**src/rtl/mc_pkg.sv**
```systemverilog
// Shared types and encodings for the multicycle RISC-V control unit.
// Covers FSM states, ALU operation classes, opcodes and datapath mux selects.
package mc_pkg;

    typedef enum logic [3:0] {
        FETCH,
        DECODE,
        MEMADR,
        MEMREAD,
        MEMWB,
        MEMWRITE,
        EXECUTER,
        EXECUTEI,
        ALUWB,
        BEQ,
        JAL
    } mc_state_t;

    typedef enum logic [1:0] {
        ALU_OP_ADD,
        ALU_OP_SUB,
        ALU_OP_FUNCT
    } alu_op_t;

    localparam logic [6:0] OP_LW    = 7'b0000011;
    localparam logic [6:0] OP_SW    = 7'b0100011;
    localparam logic [6:0] OP_RTYPE = 7'b0110011;
    localparam logic [6:0] OP_ITYPE = 7'b0010011;
    localparam logic [6:0] OP_JAL   = 7'b1101111;
    localparam logic [6:0] OP_BEQ   = 7'b1100011;

    localparam logic ADR_PC     = 1'b0;
    localparam logic ADR_RESULT = 1'b1;

    localparam logic [1:0] RES_ALUOUT    = 2'b00;
    localparam logic [1:0] RES_MEMDATA   = 2'b01;
    localparam logic [1:0] RES_ALURESULT = 2'b10;

    localparam logic [1:0] SRCA_PC    = 2'b00;
    localparam logic [1:0] SRCA_OLDPC = 2'b01;
    localparam logic [1:0] SRCA_RS1   = 2'b10;

    localparam logic [1:0] SRCB_RS2  = 2'b00;
    localparam logic [1:0] SRCB_IMM  = 2'b01;
    localparam logic [1:0] SRCB_FOUR = 2'b10;

    localparam logic [1:0] IMM_I = 2'b00;
    localparam logic [1:0] IMM_S = 2'b01;
    localparam logic [1:0] IMM_B = 2'b10;
    localparam logic [1:0] IMM_J = 2'b11;

    localparam logic [2:0] ALUC_ADD = 3'b000;
    localparam logic [2:0] ALUC_SUB = 3'b001;
    localparam logic [2:0] ALUC_AND = 3'b010;
    localparam logic [2:0] ALUC_OR  = 3'b011;
    localparam logic [2:0] ALUC_SLT = 3'b101;

endpackage

```
**src/rtl/mc_controller_alu_decoder.sv**
```systemverilog
// Maps the FSM's ALU operation class plus instruction fields to an ALU control code.
module alu_decoder
    import mc_pkg::*;
(
    input  alu_op_t    alu_op,
    input  logic [2:0] funct3,
    input  logic       funct7b5,
    input  logic       op5,
    output logic [2:0] alu_control
);

    always_comb begin
        alu_control = ALUC_ADD;
        case (alu_op)
            ALU_OP_ADD: alu_control = ALUC_ADD;
            ALU_OP_SUB: alu_control = ALUC_SUB;
            ALU_OP_FUNCT: begin
                case (funct3)
                    // op[5] separates R-type sub from addi with a stray instr[30]
                    3'b000:  alu_control = (funct7b5 && op5) ? ALUC_SUB : ALUC_ADD;
                    3'b010:  alu_control = ALUC_SLT;
                    3'b110:  alu_control = ALUC_OR;
                    3'b111:  alu_control = ALUC_AND;
                    default: alu_control = ALUC_ADD;
                endcase
            end
            default: alu_control = ALUC_ADD;
        endcase
    end

endmodule

```
**src/rtl/mc_controller.sv**
```systemverilog
// Multicycle control unit: 11-state Moore FSM driving write enables and mux selects,
// with branch resolution and immediate-format decode.
module mc_controller
    import mc_pkg::*;
(
    input  logic       clk,
    input  logic       reset,
    input  logic [6:0] op,
    input  logic [2:0] funct3,
    input  logic       funct7b5,
    input  logic       zero,
    output logic       pc_write,
    output logic       adr_src,
    output logic       mem_write,
    output logic       ir_write,
    output logic       reg_write,
    output logic [1:0] result_src,
    output logic [1:0] alu_src_a,
    output logic [1:0] alu_src_b,
    output logic [1:0] imm_src,
    output logic [2:0] alu_control,
    output logic       instr_done
);

    mc_state_t  state;
    mc_state_t  next_state;
    alu_op_t    alu_op;
    logic       pc_update;
    logic       branch;
    logic       adr_src_s;
    logic       mem_write_s;
    logic       ir_write_s;
    logic       reg_write_s;
    logic [1:0] result_src_s;
    logic [1:0] alu_src_a_s;
    logic [1:0] alu_src_b_s;
    logic       instr_done_s;
    logic [1:0] imm_src_s;
    logic [2:0] alu_control_s;

    always_ff @(posedge clk) begin
        if (reset)
            state <= FETCH;
        else
            state <= next_state;
    end

    always_comb begin
        next_state   = FETCH;
        alu_op       = ALU_OP_ADD;
        pc_update    = 1'b0;
        branch       = 1'b0;
        adr_src_s    = ADR_PC;
        mem_write_s  = 1'b0;
        ir_write_s   = 1'b0;
        reg_write_s  = 1'b0;
        result_src_s = RES_ALUOUT;
        alu_src_a_s  = SRCA_PC;
        alu_src_b_s  = SRCB_RS2;
        instr_done_s = 1'b0;
        case (state)
            FETCH: begin
                next_state   = DECODE;
                ir_write_s   = 1'b1;
                alu_src_b_s  = SRCB_FOUR;
                result_src_s = RES_ALURESULT;
                pc_update    = 1'b1;
            end
            DECODE: begin
                alu_src_a_s = SRCA_OLDPC;
                alu_src_b_s = SRCB_IMM;
                case (op)
                    OP_LW, OP_SW: next_state = MEMADR;
                    OP_RTYPE:     next_state = EXECUTER;
                    OP_ITYPE:     next_state = EXECUTEI;
                    OP_JAL:       next_state = JAL;
                    OP_BEQ:       next_state = BEQ;
                    // unknown opcodes retire here without touching any state
                    default: begin
                        next_state   = FETCH;
                        instr_done_s = 1'b1;
                    end
                endcase
            end
            MEMADR: begin
                next_state  = (op == OP_LW) ? MEMREAD : MEMWRITE;
                alu_src_a_s = SRCA_RS1;
                alu_src_b_s = SRCB_IMM;
            end
            MEMREAD: begin
                next_state = MEMWB;
                adr_src_s  = ADR_RESULT;
            end
            MEMWB: begin
                result_src_s = RES_MEMDATA;
                reg_write_s  = 1'b1;
                instr_done_s = 1'b1;
            end
            MEMWRITE: begin
                adr_src_s    = ADR_RESULT;
                mem_write_s  = 1'b1;
                instr_done_s = 1'b1;
            end
            EXECUTER: begin
                next_state  = ALUWB;
                alu_src_a_s = SRCA_RS1;
                alu_src_b_s = SRCB_RS2;
                alu_op      = ALU_OP_FUNCT;
            end
            EXECUTEI: begin
                next_state  = ALUWB;
                alu_src_a_s = SRCA_RS1;
                alu_src_b_s = SRCB_IMM;
                alu_op      = ALU_OP_FUNCT;
            end
            ALUWB: begin
                reg_write_s  = 1'b1;
                instr_done_s = 1'b1;
            end
            BEQ: begin
                alu_src_a_s  = SRCA_RS1;
                alu_src_b_s  = SRCB_RS2;
                alu_op       = ALU_OP_SUB;
                branch       = 1'b1;
                instr_done_s = 1'b1;
            end
            JAL: begin
                next_state  = ALUWB;
                alu_src_a_s = SRCA_OLDPC;
                alu_src_b_s = SRCB_FOUR;
                pc_update   = 1'b1;
            end
            default: next_state = FETCH;
        endcase
    end

    always_comb begin
        case (op)
            OP_SW:   imm_src_s = IMM_S;
            OP_BEQ:  imm_src_s = IMM_B;
            OP_JAL:  imm_src_s = IMM_J;
            default: imm_src_s = IMM_I;
        endcase
    end

    alu_decoder u_alu_decoder (
        .alu_op      (alu_op),
        .funct3      (funct3),
        .funct7b5    (funct7b5),
        .op5         (op[5]),
        .alu_control (alu_control_s)
    );

    // funct3[0] inverts the zero test so one state serves both beq and bne
    assign pc_write    = !reset && (pc_update || (branch && (zero ^ funct3[0])));
    assign adr_src     = !reset && adr_src_s;
    assign mem_write   = !reset && mem_write_s;
    assign ir_write    = !reset && ir_write_s;
    assign reg_write   = !reset && reg_write_s;
    assign instr_done  = !reset && instr_done_s;
    assign result_src  = reset ? 2'b00  : result_src_s;
    assign alu_src_a   = reset ? 2'b00  : alu_src_a_s;
    assign alu_src_b   = reset ? 2'b00  : alu_src_b_s;
    assign imm_src     = reset ? 2'b00  : imm_src_s;
    assign alu_control = reset ? 3'b000 : alu_control_s;

endmodule

```
**config.mk**
```make
export PLATFORM = sky130hd
export DESIGN_NAME = mc_controller
export DESIGN_NICKNAME = d
export VERILOG_FILES = /design/src/rtl/mc_pkg.sv /design/src/rtl/mc_controller_alu_decoder.sv /design/src/rtl/mc_controller.sv
export SDC_FILE = /design/constraint.sdc
export NUM_CORES = 1
export LEC_CHECK = 0
export ABC_AREA = 1
export CAP_MARGIN = 10
export CORE_MARGIN = 3
export CORE_UTILIZATION = 42
export CTS_CLUSTER_DIAMETER = 200
export DETAILED_ROUTE_END_ITERATION = 7
export GPL_TIMING_DRIVEN = 0
export PLACE_DENSITY = 0.9
export SLEW_MARGIN = 20
export SYNTH_ARGS = -nofsm -noshare
export SYNTH_HDL_FRONTEND = slang
export SYNTH_SLANG_ARGS = --single-unit
```
**constraint.sdc**
```tcl
create_clock -name clk -period 5.4 [get_ports clk]
set_input_delay 1.62 -clock clk [delete_from_list [all_inputs] [get_ports clk]]
set_output_delay 1.62 -clock clk [all_outputs]
set_load 0.005 [all_outputs]
```
-- After elaboration in Yosys (flattened, before gate mapping)
Cells that the tools add are included.
- bits in registers: 4
- input bits: 14
- logic and storage cells: 70
- equality and inequality tests: 21
- multiplexer cells: 24
- bitwise operators: 1
- reduce and logical (&&, ||, !) cells: 23
- operators by type and width (operator ; number):
    case mux 4 bit (5 select lines) ; 2
    equality test 4 x 3 -> 1 bit, second input constant ; 4
    case mux 2 bit (2 select lines) ; 4
    equality test 7 x 6 -> 1 bit, second input constant ; 2
    equality test 7 bit, second input constant ; 2
    equality test 4 bit, second input constant ; 3
    case mux 3 bit (4 select lines) ; 1
    OR reduction 2 bit ; 6
    equality test 4 x 2 -> 1 bit, second input constant ; 2
    logical AND 1 bit ; 8
    2-to-1 mux 1 bit ; 8
    2-to-1 mux 2 bit ; 4
    OR reduction 4 bit ; 2
    equality test 7 x 2 -> 1 bit, second input constant ; 1
    equality test 7 x 5 -> 1 bit, second input constant ; 1
    equality test 3 bit, second input constant ; 2
    2-to-1 mux 3 bit ; 2
    case mux 2 bit (3 select lines) ; 1
    case mux 3 bit (2 select lines) ; 1
    OR reduction 3 bit ; 2
    OR reduction 6 bit ; 1
    equality test 4 x 1 -> 1 bit, second input constant ; 1
    logical NOT 4 bit ; 1
    equality test 3 x 2 -> 1 bit, second input constant ; 1
    7 further kinds ; 7

-- Longest topological paths before layout
Gate-level depths: netlist of the first run.
- depth after elaboration: 6
- mapped depth: 9
- gate-level depth less buffers: 9

-- Modules after synthesis
From an unflattened synthesis of the first run, not the netlist that was laid out.
- cells, all modules: 125
- area total of the unflattened synthesis: 641.9 sq um
- modules (own cells, without submodules) (module ; instances ; cells each ; area an instance (sq um) ; seq. area each (sq um)):
    mc_controller ; 1 ; 108 ; 550.5 ; 80.1
    alu_decoder ; 1 ; 17 ; 91.3 ; 0.0

-- Least setup slack after synthesis of the first run
OpenSTA, ideal clock, no wires.
- kind: input-to-output
- start point: input port reset
- end point: output port result_src[1]
- arrival: 2304 ps
- setup slack: 1476 ps
- cell stages on the path: 4
- buffers on the path: 3
- path through: buf_2 > clkbuf_1 > nor2_1 > buf_4
- cells in the longest elaborated chain, start to end: 1
- ends and longest elaborated chain (element ; line ; source):
    start, declared ; mc_controller.sv:7 ; input logic reset,
    2-to-1 mux 2 bit ; mc_controller.sv:161 ; assign result_src = reset ? 2'b00 : result_src_s;
    end, declared ; mc_controller.sv:17 ; output logic [1:0] result_src,
No other way between the ends.

-- Worst setup path after layout of the first run
- start point: input port op[4]
- end point: output port instr_done
- cells in the longest elaborated chain, start to end: 5
- elaborated cells between the ends (all ways): 10
- those cells by class: eq/ne (6); mux (2); reduce/logical (2)
- ends and longest elaborated chain (element ; line ; source):
    start, declared ; mc_controller.sv:8 ; input logic [6:0] op,
    equality test 7 x 2 -> 1 bit (tied with other cells) ; mc_controller.sv:72 ; case (op)
    OR reduction 6 bit (no source line) (*) ; - ;
    2-to-1 mux 1 bit (*) ; mc_controller.sv:72 ;
    case mux 1 bit (2 select lines) (*) ; mc_controller.sv:61 ; case (state)
    logical AND 1 bit (*) ; mc_controller.sv:160 ; assign instr_done = !reset && instr_done_s;
    end, declared ; mc_controller.sv:22 ; output logic instr_done
Every way passes the cells marked *; elsewhere a longest branch is shown, timed or not.

==> impl_metrics.py, run 1 <==
metrics = {
    "final_layout": {
        "num_antenna_cells": 0,
        "fin_cells": 156,
        "largest_reg_flops": 4,
        "drive_gt1_share_pct": 17.0,
        "nets": 159,
        "largest_register": "state",
        "top_regs": "state x4",
        "synthToLayoutAreaGrowth_pct": 53.9,
    },
    "drt": {
        "route.detailed.drc": 0,
        "vias": 807,
        "wl_mm": 1.80,
        "firstDrtPassIters": 4,
        "ant_nets": 0,
        "drtIter0Drc": 16,
        "routed_via_density": 5.17,
        "wire_per_inst_um": 11.5,
    },
    "timing": {
        "relSlewSlack_pct": 70.1,
        "fmax_ghz": 0.202,
        "final_max_slew_viol_count": 0,
        "hold_viol": 0,
        "setup_slack_ns": 0.455,
        "finalClockSkew_ns": 0.00606,
        "fin_setup_tns_ns": 0,
        "finalSetupViolations": 0,
        "period_share_pct": 91.6,
        "rsz0062_at_grt": "false",
        "min_period_ns": 4.94,
        "worst_slew_pin_slew_ns": 0.449,
    },
    "floorplanning": {
        "io_pins": 31,
        "die_height_um": 44.3,
        "die_x_um": 44.3,
        "start_util_pct": 46.2,
        "core_area_um2": 1330,
        "die_area_um2": 1960,
        "rows": 13,
    },
    "yosys": {
        "synth_most_common_cell": "nand2_1",
        "synth_edf_count": 0,
        "ys_top_cells_by_count": "nand2_1 (20), nor2_1 (19), inv_1 (14), nand3_1 (9), a21oi_1 (6)",
        "synthDistinctLibCells": 25,
        "synth_area_um2": 616,
        "ys.flop_type": "dfxtp_1",
        "syn_area_per_cell_um2": 5.65,
        "synthCells": 109,
        "yosysTopAreaCell": "dfxtp_1",
        "ys_seq_area_share_pct": 13.0,
        "synth.area.top_cells": "dfxtp_1 (13%), nand2_1 (12%), nor2_1 (12%)",
        "syn_nets": 125,
        "synth-seq-cells": 4,
        "synth_top_area_share_pct": 13.0,
        "async_reset_ff_share_pct": 0,
        "yosys_warnings": 0,
    },
    "power_and_ir_drop": {
        "p_int_w": 0.0000762,
        "power_frac_comb_pct": 35.4,
        "ir_drop_v": 0.000121,
        "switching_share_pct": 30.3,
        "seqPwrFrac_pct": 29.0,
        "p_clk_share_pct": 35.6,
        "p_sw_w": 0.0000331,
        "leakagePower_nw": 0.419,
        "powerDensity_nw_per_um2": 115,
    },
    "critical_path": {
        "crit_fanout": 3,
        "critPathMaxStageDelay_ns": 0.51,
        "path_buf_inv": 3,
        "path_cells": "clkdlybuf4s50_1, inv_1, nand2_1, nor2_2, nand2_1, nand2_1, nor2_1, nand3_1, a21oi_1, clkdlybuf4s50_1",
        "crit_path_end_kind": "output port",
        "startpoint_type": "primary input",
        "cp_common_cell": "nand2_1",
        "required_ns": 3.78,
        "critPathSlowestCell": "clkdlybuf4s50_1",
        "critPathArrivalTime_ns": 3.32,
        "path_class": "in2out",
        "path_delay_family": "buffers and inverters",
    },
    "placement": {
        "gp_congestion": 0.886,
        "dp.cells": 153,
        "numPortBuffers": 29,
        "post-dp-hpwl_mm": 1.48,
        "pre_cts_ws_ns": 0.473,
    },
    "global_routing": {
        "grt_pass1_vias": 782,
        "grt.total_usage_pct": 20.8,
        "grt_pass1_wl_mm": 3.06,
        "antenna_found_initial": 0,
        "grt_max_degree": 11,
        "overflow": 0,
    },
    "clock_tree": {
        "ctsHoldBuffers": 0,
        "clk_latency_ns": 0.24,
        "cts_tree": "yes",
        "htreeDepth": 1,
        "ctsResizeCount": 0,
        "numCtsBuffers": 3,
        "clkTransAtPathRegs_ns": 0.04,
        "cts.sinks": 4,
        "clock_path_buffers": 2,
        "clock-root-buffer": "clkbuf_4",
        "post-cts-setup-buffer-count": 0,
    },
    "min_path": {
        "hold_path_class": "reg2reg",
    },
    "run": {
        "cap_violations": 0,
    },
    "outcome": {
        "outcome": "finished, final reports clean",
    },
}
[area by class of cell]
class,instances,area [µm²]
buffer,3,16.3
clock buffer,3,22.5
fill,120,387
inverter,19,71.3
multi-input combinational,83,448
sequential,4,80.1
tap,15,18.8
timing repair buffer,29,290
[metal layers]
metal	track usage [%]	up-vias	wire length [µm]
met2	35.2	44	859
met3	7.72	6	132
li1	-	417	-
met5	0	-	0
met4	9.64	0	54
met1	23.0	340	749
[worst register-to-register path, cell delays in order, from the launching register on]
cell     delay (ns)
dfxtp_1        0.44
inv_1          0.13
nand4_1        0.19
nand2_2        0.10
a21oi_1        0.13
nor2_1         0.05
[cell families after synthesis]
logic type      synth area share [%]
flops                           13.0
simple gates                    52.6
compound gates                  16.1
buf+inv                         14.2
fa+ha+maj                       4.06
[metrics by stage]
stage               cell area [µm²]  hold WS, ns  utilization (%)  power (W)
floorplan                       616        0.618                -  0.0000497
global placement                925        0.646             69.3  0.0000691
detailed placement              925        0.658             69.3  0.0000707
CTS                             947        0.673             71.0   0.000112
global route                    947        0.717             71.0   0.000117
finish                          947        0.673             71.0   0.000109
[power groups by stage]
stage	combinational [W]	clock [W]	sequential, W
2_1_floorplan	0.0000180	0	0.0000318
3_3_place_gp	0.0000371	0	0.0000320
3_5_place_dp	0.0000385	0	0.0000322
4_1_cts	0.0000387	0.0000413	0.0000317
5_1_grt	0.0000428	0.0000429	0.0000317
6_report	0.0000387	0.0000389	0.0000317
[placed cells by master (no fill, tap or decap), types with 3 or more instances in the layout]
cell / Yosys / final
inv_1: 14 / 14
nor2_4: 5 / 5
nand2_1: 20 / 20
nor3_1: 4 / 4
nand3_1: 9 / 9
clkdlybuf4s50_1: 0 / 29
dfxtp_1: 4 / 4
nor2_1: 19 / 19
nand2_2: 3 / 3
clkbuf_4: 0 / 3
inv_2: 5 / 5
a21oi_1: 6 / 6
[worst paths after layout]
kind / slack, ns / end / startpoint / depth (start not counted)
max: 0.46 / instr_done / op[4] / 10
min: 0.67 / state[0] / state[2] / 3
max reg2reg: 4.24 / state[3] / state[0] / 5
min reg2reg: 0.67 / state[0] / state[2] / 3
Note: power is estimated with default switching activity, not from simulation.
==> run 2: changes to the inputs <==
--- a/config.mk
+++ b/config.mk
@@ -7,12 +7,13 @@
 export LEC_CHECK = 0
 export ABC_AREA = 1
 export CAP_MARGIN = 10
-export CORE_MARGIN = 3
-export CORE_UTILIZATION = 42
+export CORE_AREA = 3 3 40 42
 export CTS_CLUSTER_DIAMETER = 200
 export DETAILED_ROUTE_END_ITERATION = 7
+export DIE_AREA = 0 0 43 45
+export DONT_BUFFER_PORTS = 1
 export GPL_TIMING_DRIVEN = 0
-export PLACE_DENSITY = 0.9
+export PLACE_DENSITY = 0.67
 export SLEW_MARGIN = 20
 export SYNTH_ARGS = -nofsm -noshare
 export SYNTH_HDL_FRONTEND = slang
==> run 2 against run 1 <==
  * Sequential cell count stayed put
  * Global-route usage shrank 4.1 points
  * Final cell count down 19%
  * Die area decreased by 1.3%
  * Critical path type unchanged
  * Routed wire length fell by 21%
  * Clock skew fell by 0.0021 ns
  * Maximum frequency increased by 21%
  * Cell area shrank 31%
  * Clock power is 2% lower
==> impl_metrics.py, run 2 (synthesis gave the netlist of run 1 again) <==
metrics = {
    "outcome": {
        "outcome": "finished, final reports clean",
    },
    "final_layout": {
        "largest_reg_flops": 4,
        "multiInputGateArea_um2": 448,
        "nFillCells": 151,
        "synthToLayoutAreaGrowth_pct": 6.71,
        "layout_common_cells": "nand2_1 (20), nor2_1 (19), inv_1 (14)",
        "largest_register": "state",
        "top_regs": "state x4",
        "utilization_pct": 51.1,
        "num_antenna_cells": 0,
        "drive_gt1_share_pct": 21.4,
        "seqCellArea_um2": 80.1,
        "final_common_cell": "nand2_1",
        "final_area_um2": 657,
        "nets": 130,
    },
    "timing": {
        "min_period_ns": 4.09,
        "worst_slew_pin_slew_ns": 0.433,
        "setup_slack_ns": 1.31,
        "finalClockSkew_ns": 0.00397,
        "relSlewSlack_pct": 71.1,
        "period_share_pct": 75.7,
        "hold_viol": 0,
        "fin_setup_tns_ns": 0,
        "finalSetupViolations": 0,
        "fmax_ghz": 0.245,
        "final_max_slew_viol_count": 0,
        "rsz0062_at_grt": "false",
    },
    "drt": {
        "drtIter0Drc": 9,
        "ant_nets": 0,
        "wl_mm": 1.43,
        "vias": 689,
        "firstDrtPassIters": 4,
        "route.detailed.drc": 0,
        "routed_via_density": 5.43,
        "wire_per_inst_um": 11.2,
    },
    "clock_tree": {
        "post-cts-setup-buffer-count": 0,
        "cts_tree": "yes",
        "htreeDepth": 1,
        "cts.sinks": 4,
        "ctsResizeCount": 0,
        "clock_path_buffers": 2,
        "clkTransAtPathRegs_ns": 0.04,
        "clock-root-buffer": "clkbuf_4",
        "ctsHoldBuffers": 0,
        "numCtsBuffers": 3,
        "clk_latency_ns": 0.24,
    },
    "floorplanning": {
        "die_area_um2": 1940,
        "start_util_pct": 47.9,
        "die_height_um": 45,
        "rows": 13,
        "die_x_um": 43,
        "core_area_um2": 1280,
        "io_pins": 31,
    },
    "global_routing": {
        "overflow": 0,
        "antenna_found_initial": 0,
        "grt_max_degree": 11,
        "grt_pass1_wl_mm": 2.50,
        "grt.total_usage_pct": 16.7,
        "grt_pass1_vias": 655,
    },
    "power_and_ir_drop": {
        "leakagePower_nw": 0.313,
        "p_clk_share_pct": 42.2,
        "power_frac_comb_pct": 23.0,
        "seqPwrFrac_pct": 34.8,
        "p_sw_w": 0.0000279,
        "powerDensity_nw_per_um2": 138,
        "switching_share_pct": 30.8,
        "p_int_w": 0.0000627,
        "ir_drop_v": 0.0000753,
    },
    "placement": {
        "numPortBuffers": 0,
        "placed_area_um2": 634,
        "pre_cts_ws_ns": 1.32,
        "post-dp-hpwl_mm": 1.22,
        "gp_congestion": 0.794,
    },
    "critical_path": {
        "path_delay_family": "buffers and inverters",
        "crit_path_end_kind": "output port",
        "critPathSlowestCell": "clkbuf_1",
        "crit_fanout": 10,
        "critPathArrivalTime_ns": 2.47,
        "critPathMaxStageDelay_ns": 0.38,
        "path_cells": "buf_2, clkbuf_1, nor2_1, buf_4",
        "required_ns": 3.78,
        "path_buf_inv": 3,
        "path_class": "in2out",
        "startpoint_type": "primary input",
    },
    "run": {
        "cap_violations": 0,
    },
    "min_path": {
        "hold_path_class": "reg2reg",
    },
}
-- run 2: area by class of cell --
cell class,count,share of cell area [%]
inverter,19,10.9
buffer,3,2.48
multi-input combinational,83,68.2
clock buffer,3,3.43
sequential,4,12.2
tap,15,2.86
-- run 2: routing by layer --
layer,vias up,share of wire (%),GRT usage (%)
li1,357,-,-
met1,297,42,19.8
met2,33,48,30.2
met3,2,9.0,2.39
met4,0,1.2,7.23
met5,-,0,0
-- run 2: path summary, 6_finish.rpt --
kind,startpoint,to,slack (ns),depth (start not counted)
max,reset,result_src[1],1.31,4
min,state[2],state[0],0.67,3
max reg2reg,state[3],state[2],4.28,7
min reg2reg,state[2],state[0],0.67,3
-- run 2: power groups by stage --
stage	combinational (W)	sequential [W]	clock [W]
after global placement	0.0000206	0.0000320	0
after detailed placement	0.0000209	0.0000319	0
final	0.0000208	0.0000315	0.0000382
after global routing	0.0000241	0.0000316	0.0000398
after floorplan	0.0000180	0.0000318	0
after CTS	0.0000210	0.0000315	0.0000394
-- run 2: stage by stage --
step	hold slack [ns]	power [W]	instances
4_1_cts	0.675	0.0000918	127
5_1_grt	0.701	0.0000955	127
3_5_place_dp	0.666	0.0000528	124
2_1_floorplan	0.618	0.0000497	109
3_3_place_gp	0.650	0.0000526	124
6_report	0.671	0.0000905	127
-- run 2: worst min-delay path: cells and delay by family (launching register included) --
| kind | cells | cell delay (ns) |
|---|---|---|
| AO/OA/AOI/OAI | 1 | 0.07 |
| flip-flops | 1 | 0.38 |
| AND/OR/NAND/NOR | 2 | 0.16 |
==> run 3: changes to the inputs <==
--- a/config.mk
+++ b/config.mk
@@ -13,7 +13,7 @@
 export DIE_AREA = 0 0 43 45
 export DONT_BUFFER_PORTS = 1
 export GPL_TIMING_DRIVEN = 0
-export PLACE_DENSITY = 0.67
+export PLACE_DENSITY = 0.69
 export SLEW_MARGIN = 20
 export SYNTH_ARGS = -nofsm -noshare
 export SYNTH_HDL_FRONTEND = slang
==> constraint.sdc (replaced) <==
create_clock -name clk -period 3.3 [get_ports clk]
set_input_delay 0.99 -clock clk [delete_from_list [all_inputs] [get_ports clk]]
set_output_delay 0.99 -clock clk [all_outputs]
set_load 0.005 [all_outputs]
==> run 3 against run 2 <==
  * Cell area stayed put
  * Global-route usage shrank 0.51 points
  * Worst setup slack worse by 0.81 ns
  * Sequential share of layout area unchanged
  * Power is 57% higher
  * Via count down 3.5%
  * Non-clock buffer count did not move
  * Die area did not move
  * Sequential power is 64% higher
  * Critical path depth unchanged
  * Clock skew down 0.0031 ns
  * Critical endpoint unchanged
  * Largest cell class unchanged
==> impl_metrics.py, run 3 (synthesis gave the netlist of run 1 again) <==
metrics = {
    "outcome": {
        "outcome": "finished, final reports clean",
    },
    "clock_tree": {
        "htreeDepth": 1,
        "clkTransAtPathRegs_ns": 0.03,
        "cts_tree": "yes",
        "numCtsBuffers": 3,
        "ctsResizeCount": 0,
        "post-cts-setup-buffer-count": 0,
        "clock_path_buffers": 2,
        "clock-root-buffer": "clkbuf_4",
        "cts.sinks": 4,
        "clk_latency_ns": 0.23,
        "ctsHoldBuffers": 0,
    },
    "placement": {
        "placed_area_um2": 634,
        "numPortBuffers": 0,
        "gp_congestion": 0.828,
        "dp.cells": 124,
        "post-dp-hpwl_mm": 1.17,
    },
    "global_routing": {
        "grt_pass1_wl_mm": 2.46,
        "grt_pass1_vias": 637,
        "grt.total_usage_pct": 16.2,
        "grt_max_degree": 11,
        "overflow": 0,
        "antenna_found_initial": 0,
    },
    "final_layout": {
        "largest_register": "state",
        "layout_common_cells": "nand2_1 (20), nor2_1 (19), inv_1 (14)",
        "multiInputGateArea_um2": 448,
        "largest_reg_flops": 4,
        "seqCellArea_um2": 80.1,
        "num_antenna_cells": 0,
        "nFillCells": 137,
        "final_common_cell": "nand2_1",
        "drive_gt1_share_pct": 21.4,
        "nets": 130,
        "final_area_um2": 657,
        "utilization_pct": 51.1,
        "top_regs": "state x4",
        "synthToLayoutAreaGrowth_pct": 6.71,
        "fin_cells": 127,
    },
    "min_path": {
        "min_to": "state[0]",
        "holdPathStages": 3,
        "hold_path_class": "reg2reg",
        "min-delay-start": "state[2]",
    },
    "critical_path": {
        "path_cells": "buf_2, clkbuf_1, nor2_1, buf_4",
        "critPathArrivalTime_ns": 1.81,
        "rr_worst_depth": 5,
        "required_ns": 2.31,
        "path_delay_family": "buffers and inverters",
        "reg2reg_slack_ns": 2.20,
        "worst_r2r_endpoint": "state[3]",
        "crit_fanout": 10,
        "cp.depth": 4,
        "path_buf_inv": 3,
        "crit_path_end_kind": "output port",
        "critPathMaxStageDelay_ns": 0.35,
        "startpoint_type": "primary input",
        "timing.rr.start": "state[0]",
        "critPathSlowestCell": "clkbuf_1",
        "path_class": "in2out",
    },
    "timing": {
        "hold_viol": 0,
        "rsz0062_at_grt": "false",
        "worst_slew_pin_slew_ns": 0.398,
        "period_share_pct": 84.8,
        "finalClockSkew_ns": 0.000825,
        "finalSetupViolations": 0,
        "hold-worst-slack_ns": 0.665,
        "final_max_slew_viol_count": 0,
        "relSlewSlack_pct": 73.4,
        "min_period_ns": 2.80,
        "fin_setup_tns_ns": 0,
        "fmax_ghz": 0.357,
    },
    "drt": {
        "firstDrtPassIters": 4,
        "route.detailed.drc": 0,
        "ant_nets": 0,
        "wl_mm": 1.34,
        "wire_per_inst_um": 10.5,
        "vias": 665,
        "drtIter0Drc": 25,
        "routed_via_density": 5.24,
    },
    "floorplanning": {
        "die_x_um": 43,
        "die_area_um2": 1940,
        "core_area_um2": 1280,
        "start_util_pct": 47.9,
        "rows": 13,
        "io_pins": 31,
        "die_height_um": 45,
    },
    "power_and_ir_drop": {
        "powerDensity_nw_per_um2": 217,
        "ir_drop_v": 0.000111,
        "leakagePower_nw": 0.313,
    },
    "run": {
        "cap_violations": 0,
    },
}
==> run 3: worst max-delay path by stage <==
stage / end / slack [ns] / startpoint
floorplan: result_src[1] / 0.64 / reset
global placement: result_src[1] / 0.48 / reset
detailed placement: result_src[1] / 0.48 / reset
CTS: result_src[1] / 0.48 / reset
global route: result_src[1] / 0.39 / reset
finish: result_src[1] / 0.50 / reset
==> run 3: area by class of cell <==
type,instances,area share [%]
multi-input cells,83,68.2
clock buffers,3,3.43
well taps,15,2.86
flip-flops and latches,4,12.2
plain buffers,3,2.48
inverters,19,10.9
==> run 3: worst min-delay path, delay by kind of cell, from the launching register on <==
family          cells  cell delay (ns)
flops               1             0.38
compound gates      1             0.07
simple gates        2             0.16
==> run 3: metal layers <==
layer,vias up,GRT usage (%),routed length (µm)
met5,-,0,0
met4,0,5.42,0
met3,0,3.98,98
met2,23,27.2,623
met1,281,20.4,614
li1,361,-,-
==> run 3: power by group <==
| group | total [W] | internal, W | switching [W] |
|---|---|---|---|
| combinational | 0.0000339 | 0.0000120 | 0.0000219 |
| clock | 0.0000568 | 0.0000404 | 0.0000164 |
| sequential | 0.0000516 | 0.0000498 | 0.00000180 |
| total | 0.000142 | 0.000102 | 0.0000401 |
==> run 3: through the flow <==
stage | setup WS, ns | total power, W
after global routing | 0.391 | 0.000154
after CTS | 0.483 | 0.000144
after floorplan | 0.636 | 0.0000814
final | 0.502 | 0.000142
after detailed placement | 0.484 | 0.0000863
after global placement | 0.483 | 0.0000860
==> variant 1 (flow settings as in run 2) <==
Register the input `funct3` before use, cleared by the reset. The logic sees it one clock later. The other inputs are not delayed to match.
--- a/src/rtl/mc_controller.sv
+++ b/src/rtl/mc_controller.sv
@@ -21,6 +21,16 @@
     output logic [2:0] alu_control,
     output logic       instr_done
 );
+
+    logic [2:0] funct3_q;
+
+    always_ff @(posedge clk) begin
+        if (reset) begin
+            funct3_q <= '0;
+        end else begin
+            funct3_q <= funct3;
+        end
+    end
 
     mc_state_t  state;
     mc_state_t  next_state;
@@ -145,14 +155,14 @@
 
     alu_decoder u_alu_decoder (
         .alu_op      (alu_op),
-        .funct3      (funct3),
+        .funct3      (funct3_q),
         .funct7b5    (funct7b5),
         .op5         (op[5]),
         .alu_control (alu_control_s)
     );
 
     // funct3[0] inverts the zero test so one state serves both beq and bne
-    assign pc_write    = !reset && (pc_update || (branch && (zero ^ funct3[0])));
+    assign pc_write    = !reset && (pc_update || (branch && (zero ^ funct3_q[0])));
     assign adr_src     = !reset && adr_src_s;
     assign mem_write   = !reset && mem_write_s;
     assign ir_write    = !reset && ir_write_s;
Check against the original RTL: not equivalent (a bounded check fails within 4 cycles, from zero or initial values and one cycle with reset high).
==> variant 1 against run 2 <==
  * Total power increased by 36%
  * Utilization up 4.8 points
  * Clock power up 21%
  * Final cell count rose by 14%
  * Routed wire length rose by 7.9%
  * Cell area grew 9.3%
  * Sequential cell count increased by 3
  * Count of clock-buffer cells in the layout increased by 1
  * Area after synthesis grew 9.3%
  * Via count rose by 5.8%
  * Setup slack worse by 0.072 ns
  * Critical path type unchanged
  * Highest routed layer is now met3
==> variant 1: results (changes against run 2) <==
| Metric | Value |
|---|---|
| Status | `completed` |
| Vias in the first global route | `627 (-4.3%)` |
| Clock skew | `0.001712 ns (-0.002258 ns)` |
| Synth cell types | `21 (-16%)` |
| Worst-margin pin slew | `0.4866 ns (+0.05366 ns)` |
| DRT iter0 DRCs | `10 (+1)` |
| VDD IR-drop max | `0.0001638 V (+120%)` |
| Synth area leaders | `dfxtp_1, nand2_1, inv_1` |
| M1 WL | `712 um (+20%)` |
| Synth top cells by count | `nand2_1, inv_1, nor2_1, nand3_1, inv_2` |
| Leakage | `0.0004178 uW (+34%)` |
| Routed len/inst | `10.62 um (-5.5%)` |
| Storage cell area | `140.1 um^2 (+75%)` |
| Largest registers | `state (4), funct3_q (3)` |
| All-Layer GR Usage | `0.1642 (-0.003194)` |
| First-pass GRT wire length | `2456 um (-1.9%)` |
| Detailed placement HPWL | `1280 um (+5.1%)` |
| Crit path largest cell delay | `0.42 ns (+0.04 ns)` |
| Layout net count | `147 (+13%)` |
| Layout cells sized above 1 | `0.1385 (-0.07582)` |
| CP max-delay cell | `buf_1` |
| GRT met1 Usage | `0.2005 (+0.002893)` |
| Vias | `729 (+5.8%)` |
| WL met3 | `105 um (-18%)` |
| Post-DP Area | `691.9 um^2 (+9.1%)` |
| Met2 Wirelength | `722 um (+5.1%)` |
| Dpl ws | `1.234 ns (-0.08205 ns)` |
| Placer Congestion | `0.8529 (+7.4%)` |
| Syn Nets | `142 (+14%)` |
[variant 1: changes by cell type in the layout (fill, tap and decap cells not counted), sizes merged, moves of 2 or more]
| cell | change |
|---|---|
| nand3 | +2 |
| nand2 | +15 |
| nor2 | -5 |
| o31ai | -2 |
| dfxtp | +3 |
| inv | +8 |
[variant 1: worst min-delay path: stages, from the launching register on]
cell and delay [ns]:
dfxtp_1 0.36, nor2_1 0.11, nand2_1 0.07, a21oi_1 0.05
[variant 1: cell type report]
type,instances,share of cell area
clock buffers,4,0.03659
inverters,27,0.1411
well taps,15,0.02613
flip-flops and latches,7,0.1951
multi-input cells,89,0.5784
plain buffers,3,0.02265
[variant 1: cell families (layout without fill, tap and decap cells)]
group | Yosys count | count (layout) | share of synthesized area
buf+inv | 30 | 34 | 0.1747
fa+ha+maj | 2 | 2 | 0.03717
flops | 7 | 7 | 0.2082
simple gates | 76 | 76 | 0.4814
compound gates | 10 | 10 | 0.08551
xor+xnor | 1 | 1 | 0.01301
[variant 1: final timing paths]
path                            cells after the start                start  slack, ns                   to
worst max-delay path                                4                reset       1.24        result_src[1]
worst min-delay path                                3  state[2]$_SDFF_PP0_       0.64  state[0]$_SDFF_PP0_
worst max register to register                      5  state[3]$_SDFF_PP0_       4.22  state[1]$_SDFF_PP0_
worst min register to register                      3  state[2]$_SDFF_PP0_       0.64  state[0]$_SDFF_PP0_
[variant 1: power groups by stage]
stage               combinational (uW)  clock, uW  sequential, uW
floorplan                         18.6          0            56.1
global placement                  21.6          0            56.4
detailed placement                21.8          0            56.4
CTS                               21.9       47.1            55.4
global route                      25.0       51.2            55.7
finish                            21.8       46.3            55.4
==> variant 2 (config.mk and constraints of run 2) <==
Made on the original files. The 11 states of `mc_state_t` get a Gray code encoding in 4 bits.
--- a/src/rtl/mc_pkg.sv
+++ b/src/rtl/mc_pkg.sv
@@ -3,17 +3,17 @@
 package mc_pkg;
 
     typedef enum logic [3:0] {
-        FETCH,
-        DECODE,
-        MEMADR,
-        MEMREAD,
-        MEMWB,
-        MEMWRITE,
-        EXECUTER,
-        EXECUTEI,
-        ALUWB,
-        BEQ,
-        JAL
+        FETCH    = 4'b0000,
+        DECODE   = 4'b0001,
+        MEMADR   = 4'b0011,
+        MEMREAD  = 4'b0010,
+        MEMWB    = 4'b0110,
+        MEMWRITE = 4'b0111,
+        EXECUTER = 4'b0101,
+        EXECUTEI = 4'b0100,
+        ALUWB    = 4'b1100,
+        BEQ      = 4'b1101,
+        JAL      = 4'b1111
     } mc_state_t;
 
     typedef enum logic [1:0] {
Function: no difference found for any inputs over 10 cycles, from zero or initial values and one cycle with reset high; not proved beyond that.
==> variant 2 against run 2 <==
  * Total power up 3.3%
  * Sequential share of layout area up 0.69 points
  * Cell area down 5.3%
  * Sequential cell count unchanged
  * Combinational power up 16%
  * Routed wire length down 0.70%
  * Setup slack better by 0.069 ns
  * Area after synthesis down 5.7%
  * Critical endpoint is now imm_src[0]
  * Largest power group unchanged
==> variant 2: results (changes against run 2) <==
| Metric | Value |
|---|---|
| Status | `completed` |
| Largest registers | `state (4)` |
| Routed Wire Length | `1417 um (-0.70%)` |
| Crit path largest cell delay | `0.23 ns (-0.15 ns)` |
| CP Max Fanout | `3 (-7)` |
| Synth cell types | `23 (-8.0%)` |
| Synth warnings | `0 (unchanged)` |
| Clock skew | `0.004401 ns (+0.0004305 ns)` |
| CTS Buffer Depth | `2 (unchanged)` |
| Vias in the first global route | `605 (-7.6%)` |
| All-Layer GR Usage | `0.1589 (-0.008459)` |
| Number of iterations in the first detailed-routing pass | `4 (unchanged)` |
| Largest register FFs | `4 (unchanged)` |
| Resized cells post-CTS | `0 (unchanged)` |
| Layout net count | `135 (+3.8%)` |
| # diodes | `0 (unchanged)` |
| Placer Congestion | `0.8982 (+13%)` |
| VDD IR-drop max | `0.00006525 V (-13%)` |
| Hold Path Class | `reg -> reg` |
| Vias | `704 (+2.2%)` |
| CTS buffer count | `3 (unchanged)` |
| Detailed placement HPWL | `1196 um (-1.8%)` |
| Async set-reset flop share out of synthesis | `0 (unchanged)` |
| Initial antenna violation count | `0 (unchanged)` |
| Largest net degree at the start of global routing | `11 (unchanged)` |
| First-pass GRT wire length | `2290 um (-8.5%)` |
| Hold_buf cts | `0 (unchanged)` |
| DRT iter0 DRCs | `20 (+11)` |
| Htree depth | `1 (unchanged)` |
| Delay-heaviest family, CP | `simple AND/OR/NAND/NOR gates` |
| Layout cells sized above 1 | `0.1197 (-0.09463)` |
| Synth top cells by count | `nand2_1, nor2_1, inv_1, a21oi_1, nand3_1` |
| Top_reg_cell synth | `dfxtp_1` |
| IO buf count | `0 (unchanged)` |
| Slew headroom | `0.7718 (+0.06043)` |
| Root buffer cell | `clkbuf_4` |
| Synth area leaders | `nand2_1, nor2_1, dfxtp_1` |
| CP max-delay cell | `o21ai_1` |
| Setup bufs post-CTS | `0 (unchanged)` |
| Switching part of the total power | `0.3199 (+0.01213)` |
| Syn Nets | `130 (+4.0%)` |
| Clk slew on worst S/H paths | `0.04 ns (about the same)` |
| Worst skew pair latency | `0.24 ns (about the same)` |
| Sequential area share after synthesis | `0.1379 (+0.007850)` |
| Arr. time, crit path | `2.40 ns (-0.07 ns)` |
| Fill cells | `152 (+0.66%)` |
| Leakage | `0.0003334 uW (+6.6%)` |
-- variant 2: cell count changes after synthesis, moves of 2 or more --
cell | run 2 | this run
a21oi_1 | 6 | 11
a21oi_2 | 2 | 0
inv_1 | 14 | 18
inv_2 | 5 | 2
nand2_1 | 20 | 26
nor2_1 | 19 | 22
nor2_4 | 5 | 1
nor3_1 | 4 | 1
o31ai_1 | 2 | 0
-- variant 2: logic make-up after synthesis --
logic type / share of synthesized area
adder cells (fa/ha/maj): 0.04310
AO/OA/AOI/OAI: 0.1336
flip-flops: 0.1379
buffers and inverters: 0.1638
AND/OR/NAND/NOR: 0.5216
-- variant 2: final cells by class --
cell class                 count  share of cell area
buffer                         3             0.02616
tap                           15             0.03018
sequential                     4              0.1288
clock buffer                   3             0.03622
multi-input combinational     86              0.6519
inverter                      21              0.1268
-- variant 2: worst min-delay path, stage by stage, from the launching register on --
cell,delay [ns]
dfxtp_1,0.32
nand2_1,0.07
a21oi_1,0.05
-- variant 2: through the flow --
stage	util	total power, uW	setup WS [ns]	cells	area, um^2
after CTS	0.4839	94.32	1.404	132	621.8
after global routing	0.4839	101.6	1.279	132	621.8
final	0.4839	93.50	1.383	132	621.8
after floorplan	-	52.27	1.578	114	580.6
after detailed placement	0.4664	56.47	1.404	129	599.3
after global placement	0.4664	55.98	1.432	129	599.3
-- variant 2: worst paths after layout --
path	startpoint	endpoint	slack (ns)	cells past startpoint
setup / recovery	op[3]	imm_src[0]	1.38	4
setup reg to reg	state[3]$_SDFF_PP0_	state[2]$_SDFF_PP0_	4.29	5
hold reg to reg	state[0]$_SDFF_PP0_	state[1]$_SDFF_PP0_	0.49	2
hold / removal	state[0]$_SDFF_PP0_	state[1]$_SDFF_PP0_	0.49	2
-- variant 2: layer usage --
layer	up-vias	wire [um]	GRT usage
li1	360	-	-
met5	-	0	0
met3	4	142	0.02390
met1	300	595	0.1971
met2	40	634	0.2455
met4	0	44	0.1265
-- variant 2: power by group through the flow --
stage	sequential [uW]	combinational [uW]	clock [uW]
6_report	31.8	24.2	37.4
5_1_grt	32.1	28.0	41.5
4_1_cts	31.8	24.2	38.2
3_5_place_dp	32.3	24.2	0
3_3_place_gp	32.2	23.7	0
2_1_floorplan	32.1	20.2	0
